**config.mk**
```make
export PLATFORM = sky130hd
export DESIGN_NAME = cmp_seq_ctrl
export DESIGN_NICKNAME = d
export VERILOG_FILES = /design/src/rtl/cmp_seq_ctrl.sv
export SDC_FILE = /design/constraint.sdc
export NUM_CORES = 1
export LEC_CHECK = 0
export BUFFER_PORTS_ARGS = -buffer_cell sky130_fd_sc_hd__buf_2
export CAP_MARGIN = 15
export CORE_ASPECT_RATIO = 0.9
export CORE_UTILIZATION = 45
export DETAILED_ROUTE_END_ITERATION = 6
export PLACE_DENSITY = 0.69
export SLEW_MARGIN = 20
export SYNTH_ARGS = -nofsm -noshare
export SYNTH_HDL_FRONTEND = slang
export SYNTH_SLANG_ARGS = --single-unit
```
**constraint.sdc**
```tcl
create_clock -name clk -period 3.2 [get_ports clk]
set_clock_uncertainty 0.15 [all_clocks]
set_input_delay 0.32 -clock clk [delete_from_list [all_inputs] [get_ports clk]]
set_output_delay 0.32 -clock clk [all_outputs]
set_load 0.02 [all_outputs]
```
**src/rtl/cmp_seq_ctrl.sv**
```systemverilog
// cmp_seq_ctrl
// Sequences a WIDTH-bit unsigned magnitude compare through one external,
// combinational 4-bit cascadable comparator. Operands are walked one nibble
// per cycle, least-significant nibble first. Each nibble result is registered
// and fed back as the cascade input for the next, more significant nibble.
//
// Ports:
//   clk, rst                  rising-edge clock, synchronous active-high reset
//   start                     request pulse, sampled only in IDLE
//   a, b                      operands, latched when start is accepted
//   busy                      high in RUN and DONE
//   done                      one-cycle pulse, result valid
//   a_lt, a_eq, a_gt          registered result, held until the next done
//   cmp_err                   comparator gave a non-one-hot result this operation
//   cmp_a, cmp_b              nibble driven to the comparator
//   cmp_li, cmp_ei, cmp_gi    cascade inputs (lower-nibble result)
//   cmp_lo, cmp_eo, cmp_go    comparator outputs for the current nibble
module cmp_seq_ctrl #(
  parameter int WIDTH = 16
) (
  input  logic             clk,
  input  logic             rst,
  input  logic             start,
  input  logic [WIDTH-1:0] a,
  input  logic [WIDTH-1:0] b,
  output logic             busy,
  output logic             done,
  output logic             a_lt,
  output logic             a_eq,
  output logic             a_gt,
  output logic             cmp_err,
  output logic [3:0]       cmp_a,
  output logic [3:0]       cmp_b,
  output logic             cmp_li,
  output logic             cmp_ei,
  output logic             cmp_gi,
  input  logic             cmp_lo,
  input  logic             cmp_eo,
  input  logic             cmp_go
);

  localparam int NIB  = WIDTH / 4;
  localparam int IDXW = (NIB > 1) ? $clog2(NIB) : 1;
  localparam logic [IDXW-1:0] LAST_IDX = IDXW'(NIB - 1);

  typedef enum logic [1:0] {
    IDLE = 2'd0,
    RUN  = 2'd1,
    DONE = 2'd2
  } state_t;

  state_t state, state_next;

  logic [WIDTH-1:0] sa, sb;
  logic [IDXW-1:0]  idx;
  logic             cl, ce, cg;
  logic             err_sticky;
  logic [2:0]       captured;
  logic             one_hot;
  logic             last_nib;

  assign captured = {cmp_lo, cmp_eo, cmp_go};
  assign one_hot  = (captured == 3'b100) || (captured == 3'b010) || (captured == 3'b001);
  assign last_nib = (idx == LAST_IDX);

  // State register.
  always_ff @(posedge clk) begin
    if (rst) begin
      state <= IDLE;
    end else begin
      state <= state_next;
    end
  end

  // Next-state and comparator-facing outputs. Outside RUN the comparator sees
  // zero nibbles and an "equal" cascade so it idles in a defined state.
  always_comb begin
    state_next = state;
    busy       = 1'b0;
    done       = 1'b0;
    cmp_a      = 4'd0;
    cmp_b      = 4'd0;
    cmp_li     = 1'b0;
    cmp_ei     = 1'b1;
    cmp_gi     = 1'b0;
    case (state)
      IDLE: begin
        if (start) state_next = RUN;
      end
      RUN: begin
        busy   = 1'b1;
        cmp_a  = sa[3:0];
        cmp_b  = sb[3:0];
        cmp_li = cl;
        cmp_ei = ce;
        cmp_gi = cg;
        if (last_nib) state_next = DONE;
      end
      DONE: begin
        busy       = 1'b1;
        done       = 1'b1;
        state_next = IDLE;
      end
      default: state_next = IDLE;
    endcase
  end

  // Datapath: operand shift registers, cascade feedback and result capture.
  // A non-one-hot comparator result is passed through untouched; only the
  // sticky error flag records that it happened.
  always_ff @(posedge clk) begin
    if (rst) begin
      sa         <= '0;
      sb         <= '0;
      idx        <= '0;
      cl         <= 1'b0;
      ce         <= 1'b0;
      cg         <= 1'b0;
      err_sticky <= 1'b0;
      a_lt       <= 1'b0;
      a_eq       <= 1'b0;
      a_gt       <= 1'b0;
      cmp_err    <= 1'b0;
    end else begin
      case (state)
        IDLE: begin
          if (start) begin
            sa         <= a;
            sb         <= b;
            idx        <= '0;
            cl         <= 1'b0;
            ce         <= 1'b1;
            cg         <= 1'b0;
            err_sticky <= 1'b0;
          end
        end
        RUN: begin
          {cl, ce, cg} <= captured;
          sa           <= sa >> 4;
          sb           <= sb >> 4;
          idx          <= idx + IDXW'(1);
          if (!one_hot) err_sticky <= 1'b1;
          if (last_nib) begin
            {a_lt, a_eq, a_gt} <= captured;
            cmp_err            <= err_sticky | ~one_hot;
          end
        end
        default: ;
      endcase
    end
  end

endmodule
```
==> flow_metrics.env <==
export IMPL_status="finished, final reports clean"
export IMPL_mappedNetlistArea_um2=2180
export IMPL_post_cts_setup_buffers=0
export IMPL_drtPass1Iterations=4
export IMPL_die_x_um=75.3
export IMPL_slew_headroom_pct=43.1
export IMPL_synth_flop_cell="dfxtp_1"
export IMPL_cts_resized=0
export IMPL_yosysWarnings=0
export IMPL_grt_pass1_vias=1547
export IMPL_worst_hold_path_endpoint="sa[15]"
export IMPL_grt_overflow_total=0
export IMPL_die_area_um2=5120
export IMPL_min_from="a[15]"
export IMPL_vias_per_cell=5.09
export IMPL_fin_crit_sh_pct=70.8
export IMPL_hpwl_um=2870
export IMPL_detail_route_wl_per_cell_um=12.9
export IMPL_max_freq_mhz=441
export IMPL_holdPathStages=3
export IMPL_cp_required_ns=2.73
export IMPL_rsz0062_at_grt="false"
export IMPL_syn_avg_cell_area_um2=9.90
export IMPL_totalWireLength_um=4230
export IMPL_r2r_cells=5
export IMPL_hold_violations=0
export IMPL_cts_buffers=5
export IMPL_clock_latency_ns=0.29
export IMPL_syn_num_nets=263
export IMPL_leakage_nw=1.03
export IMPL_yosysMostFrequentCell="dfxtp_1"
export IMPL_drtIter0Drc=92
export IMPL_tns_ns=0
export IMPL_reg2reg_to="sb[5]"
export IMPL_antenna_found_initial=0
export IMPL_final_antenna_net_count=0
export IMPL_final_area_um2=2540
export IMPL_synth_cells=220
export IMPL_clockBufferDepth=2
export IMPL_diodes=0
export IMPL_synth_area_leader_cell="dfxtp_1"
export IMPL_place_gp_congestion=0.744
export IMPL_seq_area_frac_synth_pct=40.4
export IMPL_p_per_area_nw_per_um2=561
export IMPL_synth_area_leaders="dfxtp_1, a211oi_2, mux2i_1"
export IMPL_synth_edf_count=0
export IMPL_io_pins=55
export IMPL_drc=0
export IMPL_p_total_w=0.00142
export IMPL_cts_sinks=44
export IMPL_synthArstFlopShare_pct=0
export IMPL_worstSetupStartpointType="flip-flop"
export IMPL_area_growth_pct=16.5
export IMPL_worst_path_max_fanout=42
export IMPL_maxCapViolCount=0
export IMPL_grtUsageTotal_pct=18.0
export IMPL_dpl_cell_area_um2=2430
export IMPL_holdWs_ns=0.129
export IMPL_setup_viol=0
export IMPL_synth_top_area_share_pct=40.4
export IMPL_start_util_pct=47.9
export IMPL_vias=1668
export IMPL_port_buffers=54
export IMPL_cts_hold_buf=0
export IMPL_ys_ff_latch=44
export IMPL_drv_slew=0
export IMPL_die_h_um=68.0
export IMPL_tightestPinTransition_ns=0.853
export IMPL_reg2reg_slack_ns=1.22
export IMPL_vdd_drop_max_v=0.000313
export IMPL_synth_common_cells="dfxtp_1, nor2_1, mux2i_1"
export IMPL_cts_clk_slew_worst_paths_ns=0.08
export IMPL_grt_max_degree=58
export IMPL_grt_pass1_wl_um=6820
export IMPL_ys_types=30
export IMPL_fin_nets=308
export IMPL_core_area_um2=4550
export IMPL_dp_cells=320
export IMPL_worstReg2RegStart="state[1]"
export IMPL_drive_gt1_share_pct=37.6
export IMPL_worstPathArrival_ns=1.80
export IMPL_finalNonFillerCells=328
export IMPL_endpoint_kind="output port"
export IMPL_period_needed_ns=2.27
export IMPL_rows=23
export IMPL_cts_tree="built"
export IMPL_min_path_type="input pin to flip-flop"
export IMPL_cts_root_buf="clkbuf_8"
export IMPL_critPathKind="flip-flop to output port"
export IMPL_cts_htree_levels=2
[worst max path at each step]
stage,endpoint,from
finish,cmp_a[2],state[1]
global route,cmp_a[2],state[1]
CTS,cmp_a[2],state[1]
detailed placement,sb[10],state[1]
global placement,cmp_a[2],state[1]
floorplan,ce,state[1]
[placed cells by master, fill, tap and decap left out]
| master | count |
|---|---|
| a211oi_1 | 1 |
| a211oi_2 | 24 |
| a21o_1 | 1 |
| a21oi_1 | 11 |
| a21oi_2 | 5 |
| a32oi_1 | 3 |
| and2_1 | 11 |
| buf_2 | 54 |
| buf_4 | 3 |
| bufinv_16 | 1 |
| clkbuf_1 | 1 |
| clkbuf_8 | 5 |
| clkinv_2 | 1 |
| dfxtp_1 | 44 |
| ha_1 | 4 |
| ha_2 | 1 |
| inv_1 | 3 |
| mux2_4 | 1 |
| mux2i_1 | 25 |
| nand2_1 | 18 |
| nand2b_1 | 3 |
| nand3_1 | 4 |
| nand3_2 | 5 |
| nor2_1 | 29 |
| nor2b_1 | 1 |
| nor4_1 | 1 |
| o311ai_0 | 1 |
| o31ai_1 | 1 |
| o32ai_1 | 1 |
| or3_1 | 1 |
| or4b_1 | 1 |
| xnor2_1 | 1 |
[worst max-delay path, cell delays in order (launching register included)]
cell	delay [ns]
dfxtp_1	0.33
inv_1	0.10
ha_2	0.21
buf_4	0.46
and2_1	0.22
buf_2	0.16
[cell type report]
type / count / area [um^2]
clock buffers: 6 / 72.6
clock inverters: 2 / 35.0
fillers: 448 / 2010
inverters: 3 / 11.3
multi-input cells: 154 / 1170
flip-flops and latches: 44 / 881
well taps: 62 / 77.6
repair buffers: 57 / 293
[metal layers]
layer,track usage [%],part of all wire [%]
met5,0,0
met4,8.33,1.4
met3,3.68,3.4
met2,29.5,47
met1,22.9,48
[flip-flops by register name (all words and copies together), names as in the netlist]
name	count
cmp_err	1
a_eq	1
idx	2
sb	16
cl	1
ce	1
cg	1
state	2
sa	16
err_sticky	1
a_gt	1
a_lt	1
[cell families after synthesis]
family	count (synthesis)	share of synthesized area (%)
AND/OR/NAND/NOR	74	16.7
AO/OA/AOI/OAI	48	21.4
flip-flops	44	40.4
multiplexers	26	12.2
buffers and inverters	22	6.09
adder cells (fa/ha/maj)	5	2.87
XOR/XNOR	1	0.402
[power breakdown]
group | leakage, nW | switching [W] | total [W] | internal, W
Combinational | 0.612 | 0.000213 | 0.000363 | 0.000150
Clock | 0.0552 | 0.000188 | 0.000420 | 0.000232
Sequential | 0.362 | 0.0000305 | 0.000640 | 0.000610
Total | 1.03 | 0.000432 | 0.00142 | 0.000991
[metrics by stage]
stage,utilization (%),setup WS [ns]
after CTS,55.8,0.898
after detailed placement,53.4,1.21
final,55.8,0.933
after global routing,55.8,0.812
after global placement,53.4,1.25
after floorplan,-,1.51
No activity file was read; power rests on OpenSTA's default activity.
